File: config.mk
export PLATFORM = sky130hd
export DESIGN_NAME = mii_tx_ctrl_flat
export DESIGN_NICKNAME = d
export VERILOG_FILES = /design/src/rtl/mii_pkg.sv /design/src/rtl/mii_tx_ctrl_if.sv /design/src/rtl/mii_backoff_lfsr.sv /design/src/rtl/mii_tx_ctrl.sv /design/src/flat_wrapper.sv
export SDC_FILE = /design/constraint.sdc
export NUM_CORES = 1
export LEC_CHECK = 0
export CORE_UTILIZATION = 44
export CTS_BUF_LIST = sky130_fd_sc_hd__clkbuf_4 sky130_fd_sc_hd__clkbuf_8 sky130_fd_sc_hd__clkbuf_16
export CTS_CLUSTER_DIAMETER = 120
export DETAILED_ROUTE_END_ITERATION = 10
export SETUP_SLACK_MARGIN = 0.15
export SLEW_MARGIN = 40
export SYNTH_ARGS = -nofsm -noshare
export SYNTH_HDL_FRONTEND = slang
export SYNTH_HIERARCHICAL = 1
export SYNTH_SLANG_ARGS = --single-unit
export TNS_END_PERCENT = 100
File: constraint.sdc
create_clock -name txc -period 3.1 [get_ports txc]
set_input_delay 0.31 -clock txc [delete_from_list [all_inputs] [get_ports txc]]
set_output_delay 0.31 -clock txc [all_outputs]
set_load 0.05 [all_outputs]
File: src/rtl/mii_pkg.sv
// Shared types and constants for the MII half-duplex transmit sequencer.
// Holds the FSM state encoding, default timing constants, the jam nibble
// value and the backoff LFSR definition.
package mii_pkg;

  typedef enum logic [2:0] {
    ST_IDLE,
    ST_IFG,
    ST_XMIT,
    ST_JAM,
    ST_BACKOFF
  } state_t;

  localparam logic [3:0] JAM_NIBBLE = 4'h5;

  localparam int unsigned SLOT_NIBBLES_DEF  = 128;
  localparam int unsigned IFG_NIBBLES_DEF   = 24;
  localparam int unsigned JAM_NIBBLES_DEF   = 8;
  localparam int unsigned MAX_ATTEMPTS_DEF  = 16;
  localparam int unsigned BACKOFF_LIMIT_DEF = 10;

  localparam int unsigned ATT_W  = 5;   // attempts counter width
  localparam int unsigned R_W    = 10;  // backoff multiplier width
  localparam int unsigned LFSR_W = 16;

  localparam logic [LFSR_W-1:0] LFSR_SEED = 16'hACE1;
  // x^16 + x^14 + x^13 + x^11 + 1, left-shifting Fibonacci form
  localparam logic [LFSR_W-1:0] LFSR_TAPS = 16'hB400;

  function automatic logic [LFSR_W-1:0] lfsr_step(input logic [LFSR_W-1:0] v);
    return {v[LFSR_W-2:0], ^(v & LFSR_TAPS)};
  endfunction

endpackage

File: src/rtl/mii_tx_ctrl_if.sv
// Client/transmitter handshake bundle for mii_tx_ctrl.
// master: requester side (tx_req, tx_done in; status pulses observed).
// slave : the sequencer (drives tx_start/jam/abort/ok/fail/late, attempts).
interface mii_tx_ctrl_if;
  import mii_pkg::*;

  logic             tx_req;
  logic             tx_done;
  logic             tx_start;
  logic             tx_jam;
  logic             tx_abort;
  logic             tx_ok;
  logic             tx_fail;
  logic             tx_late;
  logic [ATT_W-1:0] attempts;

  modport master (
    output tx_req, tx_done,
    input  tx_start, tx_jam, tx_abort, tx_ok, tx_fail, tx_late, attempts
  );

  modport slave (
    input  tx_req, tx_done,
    output tx_start, tx_jam, tx_abort, tx_ok, tx_fail, tx_late, attempts
  );

endinterface

File: src/rtl/mii_backoff_lfsr.sv
// Free-running 16-bit LFSR with truncated-exponent mask for backoff.
// Ports: txc, rst_n (sync, active-low); attempts = collision count used for
// the exponent; sample = strobe capturing r; r = registered slot multiplier.
module mii_backoff_lfsr
  import mii_pkg::*;
#(
  parameter int unsigned BACKOFF_LIMIT = BACKOFF_LIMIT_DEF
) (
  input  logic             txc,
  input  logic             rst_n,
  input  logic [ATT_W-1:0] attempts,
  input  logic             sample,
  output logic [R_W-1:0]   r
);

  localparam int unsigned K_MAX = (BACKOFF_LIMIT < R_W) ? BACKOFF_LIMIT : R_W;
  localparam int unsigned K_W   = 4;

  logic [LFSR_W-1:0] lfsr;
  logic [K_W-1:0]    k_c;
  logic [R_W:0]      one_sh_c;
  logic [R_W-1:0]    mask_c;

  // k = min(attempts, limit); mask = (1<<k)-1
  always_comb begin
    k_c      = (attempts < ATT_W'(K_MAX)) ? K_W'(attempts) : K_W'(K_MAX);
    one_sh_c = (R_W+1)'(1) << k_c;
    mask_c   = R_W'(one_sh_c - (R_W+1)'(1));
  end

  always_ff @(posedge txc) begin
    if (!rst_n) begin
      lfsr <= LFSR_SEED;
      r    <= '0;
    end else begin
      lfsr <= lfsr_step(lfsr);
      if (sample) r <= lfsr[R_W-1:0] & mask_c;
    end
  end

endmodule

File: src/rtl/mii_tx_ctrl.sv
// Half-duplex CSMA/CD transmit sequencer: carrier deferral, inter-frame gap,
// collision jam, truncated binary exponential backoff and retry.
// Ports: txc clock; rst_n sync active-low reset; crs/col async PHY inputs;
// bus (slave modport) carries the client/transmitter handshake.
module mii_tx_ctrl
  import mii_pkg::*;
#(
  parameter int unsigned SLOT_NIBBLES  = SLOT_NIBBLES_DEF,
  parameter int unsigned IFG_NIBBLES   = IFG_NIBBLES_DEF,
  parameter int unsigned JAM_NIBBLES   = JAM_NIBBLES_DEF,
  parameter int unsigned MAX_ATTEMPTS  = MAX_ATTEMPTS_DEF,
  parameter int unsigned BACKOFF_LIMIT = BACKOFF_LIMIT_DEF
) (
  input  logic txc,
  input  logic rst_n,
  input  logic crs,
  input  logic col,
  mii_tx_ctrl_if.slave bus
);

  localparam int unsigned IFG_W  = $clog2(IFG_NIBBLES + 1);
  localparam int unsigned SLOT_W = $clog2(SLOT_NIBBLES + 1);
  localparam int unsigned JAM_W  = $clog2(JAM_NIBBLES + 1);
  localparam int unsigned BO_W   = R_W + SLOT_W;

  state_t            state, state_d;
  logic [IFG_W-1:0]  ifg_cnt, ifg_d;
  logic [SLOT_W-1:0] slot_cnt, slot_d;
  logic [JAM_W-1:0]  jam_cnt, jam_d;
  logic [BO_W-1:0]   bo_cnt, bo_d, bo_last_c;
  logic              late, late_d;
  logic [ATT_W-1:0]  attempts_q, att_d;
  logic              crs_m, crs_s, col_m, col_s;
  logic              start_q, jam_q, abort_q, ok_q, fail_q, late_p_q;
  logic              start_d, abort_d, ok_d, fail_d, late_p_d;
  logic              sample_c;
  logic [R_W-1:0]    r;

  mii_backoff_lfsr #(.BACKOFF_LIMIT(BACKOFF_LIMIT)) u_lfsr (
    .txc      (txc),
    .rst_n    (rst_n),
    .attempts (att_d),
    .sample   (sample_c),
    .r        (r)
  );

  // Last BACKOFF cycle index: r slots, or a single cycle when r is zero
  always_comb begin
    bo_last_c = (r == '0) ? '0
              : BO_W'(BO_W'(r) * BO_W'(SLOT_NIBBLES) - BO_W'(1));
  end

  // Next-state and next-output logic
  always_comb begin
    state_d  = state;
    ifg_d    = ifg_cnt;
    slot_d   = slot_cnt;
    jam_d    = jam_cnt;
    bo_d     = bo_cnt;
    late_d   = late;
    att_d    = attempts_q;
    start_d  = 1'b0;
    abort_d  = 1'b0;
    ok_d     = 1'b0;
    fail_d   = 1'b0;
    late_p_d = 1'b0;
    sample_c = 1'b0;
    case (state)
      ST_IDLE: begin
        if (bus.tx_req) begin
          att_d   = '0;
          ifg_d   = '0;
          late_d  = 1'b0;
          state_d = ST_IFG;
        end
      end
      ST_IFG: begin
        if (crs_s) begin
          ifg_d = '0;
        end else if (ifg_cnt == IFG_W'(IFG_NIBBLES)) begin
          start_d = 1'b1;
          slot_d  = '0;
          state_d = ST_XMIT;
        end else begin
          ifg_d = ifg_cnt + IFG_W'(1);
        end
      end
      ST_XMIT: begin
        if (slot_cnt != SLOT_W'(SLOT_NIBBLES)) slot_d = slot_cnt + SLOT_W'(1);
        // frame completion takes priority over a coincident collision
        if (bus.tx_done) begin
          ok_d    = 1'b1;
          state_d = ST_IDLE;
        end else if (col_s) begin
          late_d  = (slot_cnt == SLOT_W'(SLOT_NIBBLES));
          jam_d   = '0;
          state_d = ST_JAM;
        end
      end
      ST_JAM: begin
        if (jam_cnt == JAM_W'(JAM_NIBBLES - 1)) begin
          abort_d = 1'b1;
          att_d   = attempts_q + ATT_W'(1);
          if (late) begin
            fail_d   = 1'b1;
            late_p_d = 1'b1;
            state_d  = ST_IDLE;
          end else if (att_d == ATT_W'(MAX_ATTEMPTS)) begin
            fail_d  = 1'b1;
            state_d = ST_IDLE;
          end else begin
            sample_c = 1'b1;
            bo_d     = '0;
            state_d  = ST_BACKOFF;
          end
        end else begin
          jam_d = jam_cnt + JAM_W'(1);
        end
      end
      ST_BACKOFF: begin
        if (bo_cnt == bo_last_c) begin
          ifg_d   = '0;
          state_d = ST_IFG;
        end else begin
          bo_d = bo_cnt + BO_W'(1);
        end
      end
      default: state_d = ST_IDLE;
    endcase
  end

  // State, counters, synchronizers and registered outputs
  always_ff @(posedge txc) begin
    if (!rst_n) begin
      state      <= ST_IDLE;
      ifg_cnt    <= '0;
      slot_cnt   <= '0;
      jam_cnt    <= '0;
      bo_cnt     <= '0;
      late       <= 1'b0;
      attempts_q <= '0;
      crs_m      <= 1'b0;
      crs_s      <= 1'b0;
      col_m      <= 1'b0;
      col_s      <= 1'b0;
      start_q    <= 1'b0;
      jam_q      <= 1'b0;
      abort_q    <= 1'b0;
      ok_q       <= 1'b0;
      fail_q     <= 1'b0;
      late_p_q   <= 1'b0;
    end else begin
      state      <= state_d;
      ifg_cnt    <= ifg_d;
      slot_cnt   <= slot_d;
      jam_cnt    <= jam_d;
      bo_cnt     <= bo_d;
      late       <= late_d;
      attempts_q <= att_d;
      crs_m      <= crs;
      crs_s      <= crs_m;
      col_m      <= col;
      col_s      <= col_m;
      start_q    <= start_d;
      jam_q      <= (state_d == ST_JAM);
      abort_q    <= abort_d;
      ok_q       <= ok_d;
      fail_q     <= fail_d;
      late_p_q   <= late_p_d;
    end
  end

  assign bus.tx_start = start_q;
  assign bus.tx_jam   = jam_q;
  assign bus.tx_abort = abort_q;
  assign bus.tx_ok    = ok_q;
  assign bus.tx_fail  = fail_q;
  assign bus.tx_late  = late_p_q;
  assign bus.attempts = attempts_q;

endmodule

File: src/flat_wrapper.sv
// flat-port wrapper written by rule: the top's interface ports become plain ports
module mii_tx_ctrl_flat import mii_pkg::*;
#(
  parameter int unsigned SLOT_NIBBLES  = SLOT_NIBBLES_DEF,
  parameter int unsigned IFG_NIBBLES   = IFG_NIBBLES_DEF,
  parameter int unsigned JAM_NIBBLES   = JAM_NIBBLES_DEF,
  parameter int unsigned MAX_ATTEMPTS  = MAX_ATTEMPTS_DEF,
  parameter int unsigned BACKOFF_LIMIT = BACKOFF_LIMIT_DEF
)
  (txc, rst_n, crs, col, bus_tx_req, bus_tx_done, bus_tx_start, bus_tx_jam, bus_tx_abort, bus_tx_ok, bus_tx_fail, bus_tx_late, bus_attempts);
  mii_tx_ctrl_if bus_i ();
  input  logic txc;
  input  logic rst_n;
  input  logic crs;
  input  logic col;
  input wire logic [$bits(bus_i.tx_req)-1:0] bus_tx_req;
  input wire logic [$bits(bus_i.tx_done)-1:0] bus_tx_done;
  output wire logic [$bits(bus_i.tx_start)-1:0] bus_tx_start;
  output wire logic [$bits(bus_i.tx_jam)-1:0] bus_tx_jam;
  output wire logic [$bits(bus_i.tx_abort)-1:0] bus_tx_abort;
  output wire logic [$bits(bus_i.tx_ok)-1:0] bus_tx_ok;
  output wire logic [$bits(bus_i.tx_fail)-1:0] bus_tx_fail;
  output wire logic [$bits(bus_i.tx_late)-1:0] bus_tx_late;
  output wire logic [$bits(bus_i.attempts)-1:0] bus_attempts;
  assign bus_i.tx_req = bus_tx_req;
  assign bus_i.tx_done = bus_tx_done;
  assign bus_tx_start = bus_i.tx_start;
  assign bus_tx_jam = bus_i.tx_jam;
  assign bus_tx_abort = bus_i.tx_abort;
  assign bus_tx_ok = bus_i.tx_ok;
  assign bus_tx_fail = bus_i.tx_fail;
  assign bus_tx_late = bus_i.tx_late;
  assign bus_attempts = bus_i.attempts;
  mii_tx_ctrl #(.SLOT_NIBBLES(SLOT_NIBBLES), .IFG_NIBBLES(IFG_NIBBLES), .JAM_NIBBLES(JAM_NIBBLES), .MAX_ATTEMPTS(MAX_ATTEMPTS), .BACKOFF_LIMIT(BACKOFF_LIMIT)) u_core (.txc(txc), .rst_n(rst_n), .crs(crs), .col(col), .bus(bus_i));
endmodule
==> flow_summary.json <==
{
  "status": "completed",
  "drive_gt1_frac": 0.130,
  "die_area_sq_um": 9810,
  "start_kind": "flip-flop",
  "synth_top_family_by_area": "simple AND/OR/NAND/NOR gates",
  "boundaryPins": 17,
  "core_area_sq_um": 9200,
  "hold_path_end": "u_core/u_lfsr/lfsr[15]",
  "final_common_cell": "dfxtp_1",
  "yosys_register_bits": 80,
  "start_util": 0.450,
  "synth_top_area_share": 0.387,
  "clock_latency_ps": 360,
  "crit_chain": "buf_6 > or4_4 > or3_4 > a211o_1 > o22ai_2 > o2111ai_4 > nor2_4 > a21oi_4 > a32o_1",
  "grt.total_usage": 0.200,
  "fin_nets": 543,
  "num-fill-cells": 903,
  "grt_setup_unrepaired": "yes",
  "cp_num_buf_inv": 1,
  "finalNonFillerCells": 642,
  "syn_nets": 515,
  "io_buffers": 16,
  "max_slew_margin": 0.648,
  "regArea_sq_um": 1610,
  "r2r_start": "u_core/u_lfsr/r[0]",
  "ys_seq_area_frac": 0.387,
  "crit_fanout": 7,
  "grt_pass1_wl_um": 15600,
  "drtIter0Drc": 182,
  "async_reset_ff_frac": 0,
  "synth_area_leaders": "dfxtp_1, and2_1, a21oi_1, nand2_1, nor2_1",
  "synthSimpleGateAreaFrac": 0.302,
  "slowest_delay_ps": 580,
  "worst_hold_path.num_cells": 1,
  "hp-start": "u_core/u_lfsr/lfsr[14]",
  "cts_tree": "yes",
  "grt_max_degree": 52,
  "hold_violations": 0,
  "fin_crit_ps": 2870,
  "die_h_um": 99.0,
  "finalSetupTns_ps": 0,
  "synthesis.area_sq_um": 4140,
  "synthesis.instances": 498,
  "synth_fa_ha_area_frac": 0.0332,
  "placed_cells": 623,
  "die_w_um": 99.0,
  "wl_per_cell_um": 14.7,
  "vias": 3657,
  "path_delay_family": "simple AND/OR/NAND/NOR gates",
  "hpwl_um": 6380,
  "synth_xor_area_frac": 0.0381,
  "grt_overflow_total": 0,
  "worst_r2r_path_depth": 9,
  "drc": 0,
  "r2r_slack_ps": 230,
  "criticalPathCategory": "flip-flop to flip-flop",
  "final_cell_mix": "dfxtp_1, nand2_1, nor2_1",
  "yosysTopAreaCell": "dfxtp_1",
  "reg2reg_to": "u_core/ifg_cnt[3]",
  "synth.distinct_cells": 58,
  "synth_ff_type": "dfxtp_1",
  "antennaDiodeCount": 0,
  "viasPerCell": 5.70,
  "cp.arrival_ps": 3120,
  "end_kind": "flip-flop",
  "cts.sinks": 80,
  "fin_crit_sh": 0.926,
  "syn_avg_cell_area_sq_um": 8.32,
  "skew_ps": 9.43,
  "htreeDepth": 3,
  "numCtsBuffers": 9,
  "max_clock_freq_ghz": 0.348,
  "p_per_area_nw_per_um2": 400,
  "drv_slew": 0,
  "maxCapViolations": 0,
  "first_pass_iters": 4,
  "wl_um": 9410,
  "setup_viol": 0,
  "crit_required_ps": 3350,
  "rows": 35,
  "clockRootBuffer": "clkbuf_8",
  "multi_input_area_sq_um": 2480,
  "cts.path.max_buffers": 2,
  "synth.area.mux_share": 0.00725,
  "p_leak_nw": 1.77,
  "syn_to_final_growth_pct": 16.8,
  "ctsHoldBuffers": 0,
  "synth_compound_area_frac": 0.193,
  "gp_congestion": 0.828,
  "worst_pin_slew_ps": 523,
  "irDropWorstVdd_uv": 327,
  "hp-class": "flip-flop to flip-flop",
  "yosysWarnings": 6,
  "antenna_found_initial": 0,
  "critPathSlowestCell": "or4_4",
  "clkSlewWorstSetupHoldPaths_ps": 90,
  "grt_pass1_vias": 3380,
  "synth_edf_count": 0,
  "drtAntennaViolNets": 0
}
==> sequential cells by signal, indices dropped and copies added, names as in the netlist <==
name and cells:
u_core/slot_cnt 8, u_core/bus.tx_start 1, u_core/bus.tx_fail 1, u_core/ifg_cnt 5, u_core/col_s 1, u_core/bo_cnt 18
u_core/crs_m 1, u_core/late 1, u_core/bus.tx_ok 1, u_core/bus.tx_late 1, u_core/bus.attempts 5, u_core/jam_cnt 4
u_core/col_m 1, u_core/state 3, u_core/u_lfsr/r 10, u_core/bus.tx_abort 1, u_core/crs_s 1, u_core/u_lfsr/lfsr 16
u_core/bus.tx_jam 1
==> synthesized netlist by cell type (2+ instances only) <==
master / instances
dfxtp_1: 80
nand2_1: 37
nor2_1: 37
a21oi_1: 34
and2_1: 30
o21ai_0: 24
nand3_1: 23
or3_1: 19
inv_1: 15
nand2b_1: 15
nand4_1: 13
ha_1: 11
xor2_1: 11
and3_1: 10
clkbuf_1: 10
o21ai_1: 9
nor2b_1: 8
o211ai_1: 8
o31ai_1: 8
or4_1: 7
xnor2_1: 7
a21boi_0: 6
nor3_1: 6
nor4_1: 6
a211oi_1: 4
buf_6: 4
nand3b_1: 4
o21a_1: 4
a211o_1: 3
a32o_1: 3
buf_2: 3
mux2i_1: 3
nor3b_1: 3
o22ai_1: 3
a22o_1: 2
a31o_1: 2
a31oi_1: 2
and3b_1: 2
or2_2: 2
or4_4: 2
==> where the power goes <==
part | leakage [nW] | internal [W] | switching [W]
clock network | 0.101 | 0.000390 | 0.000427
registers | 0.653 | 0.00105 | 0.0000120
logic | 1.02 | 0.0000277 | 0.0000357
total | 1.77 | 0.00146 | 0.000475
==> metal layers <==
layer / part of all wire / GRT usage / vias up / wire length [um]
met3: 0.035 / 0.0553 / 11 / 332
li1: - / - / 1859 / -
met2: 0.46 / 0.316 / 62 / 4300
met1: 0.50 / 0.261 / 1725 / 4660
met5: 0 / 0 / - / 0
met4: 0.012 / 0.0723 / 0 / 112
==> layout make-up <==
class | count | area share
tap | 111 | 0.0287
inverter | 16 | 0.0124
clock inverter | 7 | 0.0181
clock buffer | 9 | 0.0256
timing repair buffer | 35 | 0.0703
sequential | 80 | 0.333
multi-input combinational | 384 | 0.512
==> stage by stage <==
step | total power [W] | instance area [sq um] | util | hold WS, ps | worst slack [ps]
floorplan | 0.00112 | 4150 | - | 383 | 224
global placement | 0.00114 | 4470 | 0.486 | 391 | 196
detailed placement | 0.00115 | 4470 | 0.486 | 406 | 115
CTS | 0.00198 | 4690 | 0.510 | 425 | 172
global route | 0.00203 | 4840 | 0.526 | 450 | 61.0
finish | 0.00194 | 4840 | 0.526 | 418 | 229
==> cell families after synthesis <==
family,after synthesis
compound gates,123
xor+xnor,18
fa+ha+maj,11
buf+inv,34
flops,80
mux,3
simple gates,229
==> worst max path at each step <==
stage | slack, ps | end | startpoint | cells after the start
3_3_place_gp | 200 | u_core/u_lfsr/r[4] | bus_tx_req | 12
2_1_floorplan | 220 | u_core/u_lfsr/r[4] | u_core/state[0] | 13
3_5_place_dp | 110 | u_core/u_lfsr/r[4] | bus_tx_req | 12
4_1_cts | 170 | u_core/bo_cnt[11] | u_core/u_lfsr/r[1] | 11
6_report | 230 | u_core/ifg_cnt[3] | u_core/u_lfsr/r[0] | 9
5_1_grt | 60 | u_core/bo_cnt[12] | u_core/u_lfsr/r[0] | 10
==> timing repair <==
| item | CTS | global route |
|---|---|---|
| cloned | 0 | 2 |
| resized for setup | 2 | 28 |
| pin swaps | 0 | 9 |
| setup endpoints to repair | 3 | 20 |
| setup buffers | 0 | 1 |
Note: power is estimated with default switching activity, not from simulation.
